## config.mk

```make
export PLATFORM = sky130hd
export DESIGN_NAME = seq_term_arbiter
export DESIGN_NICKNAME = d
export VERILOG_FILES = /design/src/rtl/seq_term_arbiter.sv
export SDC_FILE = /design/constraint.sdc
export NUM_CORES = 1
export LEC_CHECK = 0
export CORE_UTILIZATION = 50
export DETAILED_ROUTE_END_ITERATION = 16
export GPL_ROUTABILITY_DRIVEN = 0
export PLACE_DENSITY = 0.82
export SYNTH_ARGS = -nofsm -noshare
export SYNTH_HDL_FRONTEND = slang
export SYNTH_SLANG_ARGS = --single-unit
```

## constraint.sdc

```tcl
create_clock -name clk -period 3.7 [get_ports clk]
set_clock_uncertainty 0.1 [all_clocks]
set_input_delay 0.555 -clock clk [delete_from_list [all_inputs] [get_ports clk]]
set_output_delay 0.555 -clock clk [all_outputs]
set_load 0.005 [all_outputs]
```

## src/rtl/seq_term_arbiter.sv

```systemverilog
// Shared round-robin term engine for s[n]=s[n-2]+s[n-3] (s0=1, s1=0, s2=1).
// Optional abort port enabled by defining SEQ_TERM_ARB_ABORT_EN.
module seq_term_arbiter #(
  parameter int NUM_REQ = 2,
  parameter int IDX_W   = 8,
  parameter int DATA_W  = 32,
  localparam int ID_W   = (NUM_REQ > 1) ? $clog2(NUM_REQ) : 1
) (
  input  logic                     clk,
  input  logic                     reset,
  input  logic [NUM_REQ-1:0]       req_valid_i,
  input  logic [NUM_REQ*IDX_W-1:0] req_idx_i,
  output logic [NUM_REQ-1:0]       req_ready_o,
  output logic                     rsp_valid_o,
  output logic [ID_W-1:0]          rsp_id_o,
  output logic [DATA_W-1:0]        rsp_data_o,
  input  logic                     rsp_ready_i,
`ifdef SEQ_TERM_ARB_ABORT_EN
  input  logic                     abort_i,
`endif
  output logic                     busy_o
);

  typedef enum logic [1:0] {
    ST_IDLE = 2'd0,
    ST_RUN  = 2'd1,
    ST_RESP = 2'd2
  } state_e;

  state_e              state_r;
  state_e              state_nxt_s;
  logic [ID_W-1:0]     rr_ptr_r;
  logic [ID_W-1:0]     id_r;
  logic [ID_W-1:0]     grant_s;
  logic [ID_W-1:0]     cand_s;
  logic                grant_vld_s;
  logic [IDX_W-1:0]    idx_r;
  logic [IDX_W:0]      cnt_r;
  logic [DATA_W-1:0]   r0_r;
  logic [DATA_W-1:0]   r1_r;
  logic [DATA_W-1:0]   r2_r;
  logic                rsp_valid_r;
  logic [DATA_W-1:0]   rsp_data_r;
  logic                busy_r;
  logic                abort_s;
  logic                done_s;
  logic                load_s;
  logic                step_s;
  logic                emit_s;
  logic                release_s;

  function automatic logic [ID_W-1:0] wrap_inc(input logic [ID_W-1:0] p);
    if (p == ID_W'(NUM_REQ - 1)) begin
      return {ID_W{1'b0}};
    end else begin
      return p + ID_W'(1'b1);
    end
  endfunction

`ifdef SEQ_TERM_ARB_ABORT_EN
  assign abort_s = abort_i;
`else
  assign abort_s = 1'b0;
`endif

  assign done_s      = (cnt_r == {1'b0, idx_r});
  assign rsp_valid_o = rsp_valid_r;
  assign rsp_id_o    = id_r;
  assign rsp_data_o  = rsp_data_r;
  assign busy_o      = busy_r;

  // Round-robin search: first valid requester at or after rr_ptr.
  always_comb begin
    grant_s     = rr_ptr_r;
    grant_vld_s = 1'b0;
    cand_s      = rr_ptr_r;
    for (int k = 0; k < NUM_REQ; k++) begin
      if (!grant_vld_s && req_valid_i[cand_s]) begin
        grant_s     = cand_s;
        grant_vld_s = 1'b1;
      end else begin
        grant_s     = grant_s;
      end
      cand_s = wrap_inc(cand_s);
    end
  end

  // Next-state and per-cycle datapath controls.
  always_comb begin
    state_nxt_s = state_r;
    req_ready_o = {NUM_REQ{1'b0}};
    load_s      = 1'b0;
    step_s      = 1'b0;
    emit_s      = 1'b0;
    release_s   = 1'b0;
    case (state_r)
      ST_IDLE: begin
        if (grant_vld_s) begin
          req_ready_o[grant_s] = 1'b1;
          load_s               = 1'b1;
          state_nxt_s          = ST_RUN;
        end else begin
          state_nxt_s = ST_IDLE;
        end
      end
      ST_RUN: begin
        if (abort_s) begin
          release_s   = 1'b1;
          state_nxt_s = ST_IDLE;
        end else if (done_s) begin
          emit_s      = 1'b1;
          state_nxt_s = ST_RESP;
        end else begin
          step_s      = 1'b1;
          state_nxt_s = ST_RUN;
        end
      end
      ST_RESP: begin
        if (abort_s || rsp_ready_i) begin
          release_s   = 1'b1;
          state_nxt_s = ST_IDLE;
        end else begin
          state_nxt_s = ST_RESP;
        end
      end
      default: begin
        state_nxt_s = ST_IDLE;
      end
    endcase
  end

  // State register; busy mirrors the next state so it is itself a flop.
  always_ff @(posedge clk) begin
    if (reset) begin
      state_r <= ST_IDLE;
      busy_r  <= 1'b0;
    end else begin
      state_r <= state_nxt_s;
      busy_r  <= (state_nxt_s != ST_IDLE);
    end
  end

  // Job capture, recurrence iteration and response registers.
  always_ff @(posedge clk) begin
    if (reset) begin
      rr_ptr_r    <= {ID_W{1'b0}};
      id_r        <= {ID_W{1'b0}};
      idx_r       <= {IDX_W{1'b0}};
      cnt_r       <= {(IDX_W+1){1'b0}};
      r0_r        <= {DATA_W{1'b0}};
      r1_r        <= {DATA_W{1'b0}};
      r2_r        <= {DATA_W{1'b0}};
      rsp_valid_r <= 1'b0;
      rsp_data_r  <= {DATA_W{1'b0}};
    end else begin
      if (load_s) begin
        id_r  <= grant_s;
        idx_r <= req_idx_i[int'(grant_s)*IDX_W +: IDX_W];
        cnt_r <= {(IDX_W+1){1'b0}};
        r0_r  <= {DATA_W{1'b0}};
        r1_r  <= {DATA_W{1'b0}};
        r2_r  <= {{(DATA_W-1){1'b0}}, 1'b1};
      end
      // r2 holds s[cnt]; the next term reuses the two older ones, wrapping silently.
      if (step_s) begin
        r0_r  <= r1_r;
        r1_r  <= r2_r;
        r2_r  <= r0_r + r1_r;
        cnt_r <= cnt_r + {{IDX_W{1'b0}}, 1'b1};
      end
      if (emit_s) begin
        rsp_data_r  <= r2_r;
        rsp_valid_r <= 1'b1;
      end
      if (release_s) begin
        rsp_valid_r <= 1'b0;
        rr_ptr_r    <= wrap_inc(id_r);
      end
    end
  end

endmodule

```

Yosys cells after proc, flatten, opt, wreduce, memory -nomap -nowiden
Cells that the tools add are included.
{"block": "totals", "wordCells": 62, "regBits": 151, "input_bits": 21, "out_inout_bits": 37}
{"block": "classes", "n_mux": 32, "order_cmp": 4, "shift": 1, "eq_ne": 3, "n_addsub": 4, "n_reduce_logical": 7}
{"op": "$mux W32", "n": 5}
{"op": "$add A32 B32 Y32", "n": 1}
{"op": "$mux W1", "n": 19}
{"op": "$mux W9", "n": 2}
{"op": "$shiftx A16 B5 Y8", "n": 1}
{"op": "$add A9 B1 Y9 const B", "n": 1}
{"op": "$eq A9 B8 Y1", "n": 1}
{"op": "$mux W2", "n": 4}
{"op": "$lt A1 B2 Y1 const B", "n": 3}
{"op": "$pmux W2 S3", "n": 1}
{"op": "$reduce_bool A2 Y1", "n": 2}
{"op": "$add A1 B1 Y1 const B", "n": 2}
{"op": "$eq A2 B1 Y1 const B", "n": 1}
{"op": "$eq A2 B2 Y1 const B", "n": 1}
{"op": "$logic_and A1 B1 Y1", "n": 2}
{"op": "$logic_not A2 Y1", "n": 1}
{"op": "$reduce_or A2 Y1", "n": 1}
{"op": "$demux W1 S1", "n": 1}
{"op": "$ge A1 B1 Y1 const B", "n": 1}
{"op": "$logic_not A1 Y1", "n": 1}

Longest topological paths before layout
Gate-level depths: netlist (run 1).
{"block": "depth", "ltp_word": 12, "mapped_depth": 10, "ltp_nobuf": 10}

Least setup slack after synthesis (run 1)
Ideal clock, no wire load.
{"block": "synth_timing", "path_type": "reg2reg", "startpoint": "reg r1_r[0]", "endpoint": "reg r2_r[30]", "synth_period_minus_slack_ns": 2.442, "path_stages_with_launch": 11, "setup_time_ns": 0.075, "t_required_ns": 3.525, "arrival_time_ns": 2.267, "path_buffers": 0, "slack_ns": 1.258, "path_cell_list": "dfxtp_1 -> ha_1 -> inv_1 -> fa_1 -> nor2b_1 -> o211ai_1 -> a21boi_1 -> a211oi_2 -> o21ai_0 -> mux2_2 -> o22ai_1"}
{"block": "synth_via", "elab_chain_len": 2}
{"item": "start: declaration", "line_no": "40", "rtl": "logic [DATA_W-1:0] r1_r;"}
{"item": "start signal: assignment", "line_no": "151", "rtl": "r1_r <= {DATA_W{1'b0}};"}
{"item": "start signal: assignment", "line_no": "161", "rtl": "r1_r <= {DATA_W{1'b0}};"}
{"item": "start signal: assignment", "line_no": "167", "rtl": "r1_r <= r2_r;"}
{"item": "$add A32 B32 Y32", "line_no": "168", "rtl": "r2_r <= r0_r + r1_r;"}
{"item": "$mux W32", "line_no": "165", "rtl": "if (step_s) begin"}
{"item": "end signal: assignment", "line_no": "152", "rtl": "r2_r <= {DATA_W{1'b0}};"}
{"item": "end signal: assignment", "line_no": "162", "rtl": "r2_r <= {{(DATA_W-1){1'b0}}, 1'b1};"}
{"item": "end signal: assignment", "line_no": "168"}
{"item": "end: declaration", "line_no": "41", "rtl": "logic [DATA_W-1:0] r2_r;"}
Every way passes these cells.
A chain may end at the register's enable or synchronous reset.

Final worst setup path (run 1)
Ends and elaborated chain as after synthesis.

==> impl_metrics.ini, run 1 <==
[drt]
post_drt_wl_per_cell_um = 14.6
drtAntennaViolNets = 0
via_count = 6379
detailedRoute.firstPassIterationCount = 5
drt_wl_total_um = 16300
avgViaCountPerCell = 5.71
initialDrtViolationCount = 584
drc = 0

[status]
result_of_the_run = finished clean

[die]
floorplan.rows = 43
die-width_um = 123
fp.dieArea_um2 = 15200
die_y_um = 123
coreArea_um2 = 14100
initial_utilization_pct = 52.1
number_of_top_level_design_ports = 58

[cts]
cts.sink_count = 151
htree_levels = 4
ctsRootBufferMaster = sky130_fd_sc_hd__clkbuf_16
post_cts.repair.setup_buffers = 0
cts_buffer_depth = 2
cts_tree = built
holdBufCountCts = 0
cts-buffers-inserted = 17
clk_pin_slew_ns = 0.06
worst_skew_pair.late_latency_ns = 0.42
cts_resized = 0

[hold_path]
min-delay-path-class = flop to flop

[setup_path]
critical-path-slowest-cell = sky130_fd_sc_hd__a21boi_1
rrSetupSlack_ns = 0.90
crit_path_max_incr_delay_ns = 0.41
timing.critical_path.from_type = flop
path_buf_inv = 1
crit_path_end_kind = flop
path_delay_family = compound AO/OA/AOI/OAI gates
worstPathRequired_ns = 3.94
worst_setup_path_category = flop to flop
critical_path.max_fanout = 6
crit_chain = ha_1 -> inv_1 -> fa_1 -> nor2b_1 -> o211ai_1 -> a21boi_1 -> a211oi_2 -> o21ai_0 -> mux2_2 -> o22ai_1
crit_arrival_ns = 3.04

[power_and_ir_drop]
post-layout-total-power_mw = 4.06
p_leak_nw = 3.27
vdd.ir_drop.worst_mv = 0.308
power.density_nw_per_um2 = 473

[synth]
post-synth-top-area-fraction_pct = 41.2
main_area_contributors_after_synthesis = sky130_fd_sc_hd__dfxtp_1, sky130_fd_sc_hd__a21oi_1, sky130_fd_sc_hd__nand3_1
post_synth_top_flop = sky130_fd_sc_hd__dfxtp_1
ys.warnings.count = 0
synthArstFlopShare_pct = 0
synth.net_count = 956
netlist_area_um2 = 7350
synth-edff-count = 0
ys_top_cells_by_count = sky130_fd_sc_hd__dfxtp_1, sky130_fd_sc_hd__nand2_1, sky130_fd_sc_hd__a21oi_1
ys_types = 64
synth.avg_cell_area_um2 = 8.14
synth.yosys.seq_area_share_pct = 41.2
top_count_cell_post_synth = sky130_fd_sc_hd__dfxtp_1
syn_inst = 902
yosys.area.top_type = sky130_fd_sc_hd__dfxtp_1
ys_seq_elements = 151

[placement]
estimated_wirelength_of_the_detail_placed_design_um = 10200
numPortBuffers = 57
place.detailed.instances = 1086
postPlaceCellArea_um2 = 7950

[timing]
period_minus_slack_ns = 2.80
timing.slew.headroom_pct = 34.7
fin_tns_setup_ns = 0
tightest_slew_ns = 0.980
finalSetupViolCount = 0
layout_worst_path_cycle_share_pct = 75.6
rsz0062_at_grt = no
timing_hold_violations_final = 0
slew_violations = 0
max_freq_mhz = 358

[finish]
layout-area-overhead-vs-synth_pct = 16.9
share_of_layout_cells_above_drive_strength_1_pct = 6.19
multiInputGateArea_um2 = 4000
seq_area_um2 = 3020
post_layout_nonfiller_instances = 1117
postLayoutCellArea_um2 = 8590
number_of_nets_in_the_final_layout = 979
post-route-util_pct = 60.9
num_antenna_cells = 0
num-fill-cells = 1246

[run]
cap_viol_max_count = 0

[global_routing]
globalRoute.totalOverflow = 0
grt_first_pass_wirelength_um = 27300
groute.usage.overall_pct = 22.5
antenna_found_initial = 0
maximum_number_of_pins_on_one_net_before_global_route_repair = 97
grt_pass1_vias = 5632
-- flip-flops by register name, summed over array words and instances, names as in the netlist --
name / cells
busy_o: 1
r1_r: 32
state_r: 2
rsp_valid_o: 1
rsp_id_o: 1
r2_r: 32
idx_r: 8
cnt_r: 9
r0_r: 32
rr_ptr_r: 1
rsp_data_o: 32
-- through the flow --
stage / setup WS (ns) / hold WS, ns
after detailed placement: 0.921 / 0.354
after CTS: 0.895 / 0.362
after global placement: 1.06 / 0.352
after floorplan: 1.26 / 0.338
final: 0.904 / 0.359
after global routing: 0.673 / 0.380
-- cell families (layout without fill, tap and decap cells) --
kind of cell | Yosys count | count (layout) | synth area share (%)
AO/OA/AOI/OAI | 222 | 222 | 18.4
XOR/XNOR | 31 | 31 | 3.70
adder cells (fa/ha/maj) | 33 | 33 | 5.72
buffers and inverters | 75 | 110 | 4.55
flip-flops | 151 | 151 | 41.2
multiplexers | 34 | 34 | 4.67
AND/OR/NAND/NOR | 356 | 356 | 21.8
-- metal layers --
| metal | track usage (%) | share of wire [%] |
|---|---|---|
| met3 | 4.80 | 4.6 |
| met2 | 35.3 | 46 |
| met5 | 0 | 0 |
| met1 | 31.3 | 48 |
| met4 | 6.10 | 1.1 |
-- path summary, 6_finish.rpt --
check,cells after the start,to,start
max reg2reg,10,r2_r[30],r1_r[0]
min reg2reg,2,r2_r[23],r2_r[23]
max,10,r2_r[30],r1_r[0]
min,2,r2_r[23],r2_r[23]
-- worst min-delay path, cell delays in order (launching register included) --
cell	delay, ns
sky130_fd_sc_hd__dfxtp_1	0.32
sky130_fd_sc_hd__nand2_1	0.05
sky130_fd_sc_hd__o21ai_1	0.05
-- cell usage in the layout (no fill, tap or decap), types with 3 or more instances in the layout --
cell type                           n
sky130_fd_sc_hd__nor2b_1            7
sky130_fd_sc_hd__nand2b_1           5
sky130_fd_sc_hd__a222oi_1           8
sky130_fd_sc_hd__dfxtp_1          151
sky130_fd_sc_hd__o21ai_0           30
sky130_fd_sc_hd__xor2_1             6
sky130_fd_sc_hd__a21o_1             4
sky130_fd_sc_hd__inv_1             13
sky130_fd_sc_hd__and3_1             6
sky130_fd_sc_hd__nand2_1          122
sky130_fd_sc_hd__a211oi_1           4
sky130_fd_sc_hd__mux2i_1           32
sky130_fd_sc_hd__buf_4              9
sky130_fd_sc_hd__bufinv_16          4
sky130_fd_sc_hd__o211ai_1           4
sky130_fd_sc_hd__a21oi_1          118
sky130_fd_sc_hd__ha_1              32
sky130_fd_sc_hd__xnor2_1           25
sky130_fd_sc_hd__clkdlybuf4s50_1   56
sky130_fd_sc_hd__clkbuf_16         17
sky130_fd_sc_hd__o21bai_1           3
sky130_fd_sc_hd__or3_1              4
sky130_fd_sc_hd__clkbuf_8           5
sky130_fd_sc_hd__nor2_1            85
sky130_fd_sc_hd__nor3_1             8
sky130_fd_sc_hd__o31ai_1            5
sky130_fd_sc_hd__o21a_1             7
sky130_fd_sc_hd__nand3_1           95
sky130_fd_sc_hd__o21ai_1            3
sky130_fd_sc_hd__nand4_1           11
sky130_fd_sc_hd__nand3b_1           3
sky130_fd_sc_hd__a31oi_1            8
sky130_fd_sc_hd__a311oi_1           3
-- power breakdown --
part | switching [mW] | leakage, nW | internal, mW | total (mW)
Combinational | 0.367 | 1.75 | 0.147 | 0.514
Sequential | 0.0249 | 1.22 | 1.65 | 1.68
Clock | 0.658 | 0.309 | 1.21 | 1.87
-- layout make-up --
class / instances / area share [%]
inverters: 13 / 0.568
flip-flops and latches: 151 / 35.2
multi-input cells: 676 / 46.6
repair buffers: 66 / 7.54
clock buffers: 24 / 5.84
well taps: 180 / 2.62
clock inverters: 7 / 1.63
Note: power is estimated with default switching activity, not from simulation.
==> run 2: changes to the inputs <==
==> constraint.sdc (replaced) <==
create_clock -name clk -period 2.9 [get_ports clk]
set_clock_uncertainty 0.1 [all_clocks]
set_input_delay 0.435 -clock clk [delete_from_list [all_inputs] [get_ports clk]]
set_output_delay 0.435 -clock clk [all_outputs]
set_load 0.005 [all_outputs]
==> run 2 against run 1 <==
Effect of this change:
- cell area shrank 0.15%
- clock-buffer cell count fell by 3
- setup slack worse by 0.60 ns
- sequential share of layout area rose by 0.051 points
- hold slack lost 0.068 ns
==> impl_metrics.ini, run 2 (synthesis results as in run 1) <==
[status]
result_of_the_run = finished clean

[setup_path]
worst_setup_path_category = flop to flop
timing.critical_path.from_type = flop
crit_path_max_incr_delay_ns = 0.37
crit_path_end_kind = flop
path_buf_inv = 2
crit_arrival_ns = 2.81
crit_chain = ha_1 -> inv_1 -> fa_1 -> nor2b_1 -> o211ai_1 -> a21boi_1 -> buf_4 -> a311oi_1 -> o31ai_1 -> xnor2_1 -> o21ai_1
path_delay_family = compound AO/OA/AOI/OAI gates
critical_path.max_fanout = 6
critical-path-slowest-cell = sky130_fd_sc_hd__fa_1
worstPathRequired_ns = 3.11

[drt]
initialDrtViolationCount = 576
drtAntennaViolNets = 0
avgViaCountPerCell = 5.73
via_count = 6429
drc = 0
detailedRoute.firstPassIterationCount = 5
drt_wl_total_um = 16500
post_drt_wl_per_cell_um = 14.7

[global_routing]
groute.usage.overall_pct = 22.8
grt_pass1_vias = 5766
globalRoute.totalOverflow = 0
maximum_number_of_pins_on_one_net_before_global_route_repair = 114
grt_first_pass_wirelength_um = 27600
antenna_found_initial = 0

[cts]
cts_buffer_depth = 2
htree_levels = 4
holdBufCountCts = 0
cts_resized = 0
cts-buffers-inserted = 17
clk_pin_slew_ns = 0.06
cts.sink_count = 151
cts_tree = built
post_cts.repair.setup_buffers = 0
worst_skew_pair.late_latency_ns = 0.42
ctsRootBufferMaster = sky130_fd_sc_hd__clkbuf_16

[power_and_ir_drop]
post-layout-total-power_mw = 4.93
p_leak_nw = 3.25
power.density_nw_per_um2 = 574
vdd.ir_drop.worst_mv = 0.380

[placement]
numPortBuffers = 57
estimated_wirelength_of_the_detail_placed_design_um = 10500

[finish]
post-route-util_pct = 60.9
share_of_layout_cells_above_drive_strength_1_pct = 6.69
number_of_nets_in_the_final_layout = 983
most_frequent_standard_cell_in_the_layout_excluding_fill_and_tap_cells = sky130_fd_sc_hd__dfxtp_1
final_cell_mix = sky130_fd_sc_hd__dfxtp_1, sky130_fd_sc_hd__nand2_1, sky130_fd_sc_hd__a21oi_1, sky130_fd_sc_hd__nand3_1, sky130_fd_sc_hd__nor2_1
num_antenna_cells = 0
layout-area-overhead-vs-synth_pct = 16.8

[die]
die_y_um = 123
fp.dieArea_um2 = 15200
initial_utilization_pct = 52.1
floorplan.rows = 43
die-width_um = 123
coreArea_um2 = 14100
number_of_top_level_design_ports = 58

[hold_path]
min-delay-path-class = input pin to flop

[timing]
layout_worst_path_cycle_share_pct = 89.6
finalSetupViolCount = 0
timing.slew.headroom_pct = 64.2
timing_hold_violations_final = 0
period_minus_slack_ns = 2.60
tightest_slew_ns = 0.533
slew_violations = 0
fin_tns_setup_ns = 0
max_freq_mhz = 385
rsz0062_at_grt = no

[run]
cap_viol_max_count = 0
[run 2: power breakdown]
part           switching (mW)  internal, mW
Combinational           0.481         0.212
Sequential             0.0322          2.11
Clock                   0.870          1.22
[run 2: path summary, 6_finish.rpt]
check / cells past startpoint / end / slack, ns / start
setup reg to reg: 11 / r2_r[16] / 0.30 / r1_r[0]
hold reg to reg: 2 / r1_r[6] / 0.36 / r2_r[6]
hold / removal: 2 / rsp_data_o[31] / 0.29 / reset
setup / recovery: 11 / r2_r[16] / 0.30 / r1_r[0]
[run 2: layout make-up]
cell class | instances | area, µm²
well taps | 180 | 225
flip-flops and latches | 151 | 3020
repair buffers | 70 | 716
fillers | 1267 | 5520
inverters | 13 | 48.8
multi-input cells | 676 | 4000
clock buffers | 21 | 460
clock inverters | 11 | 101
[run 2: layer usage]
metal  track usage [%]  routed length (µm)
met1              30.5                7720
met2              36.6                7820
met3              5.12                 783
met4              6.70                 215
met5                 0                   0
[run 2: per-stage QoR]
stage / hold slack [ns] / worst slack (ns) / instance area [µm²] / instances
after floorplan: 0.338 / 0.458 / 7350 / 902
after global placement: 0.354 / 0.407 / 8020 / 1090
after detailed placement: 0.363 / 0.354 / 8020 / 1090
after CTS: 0.287 / 0.317 / 8580 / 1122
after global routing: 0.290 / 0.117 / 8580 / 1122
final: 0.291 / 0.301 / 8580 / 1122
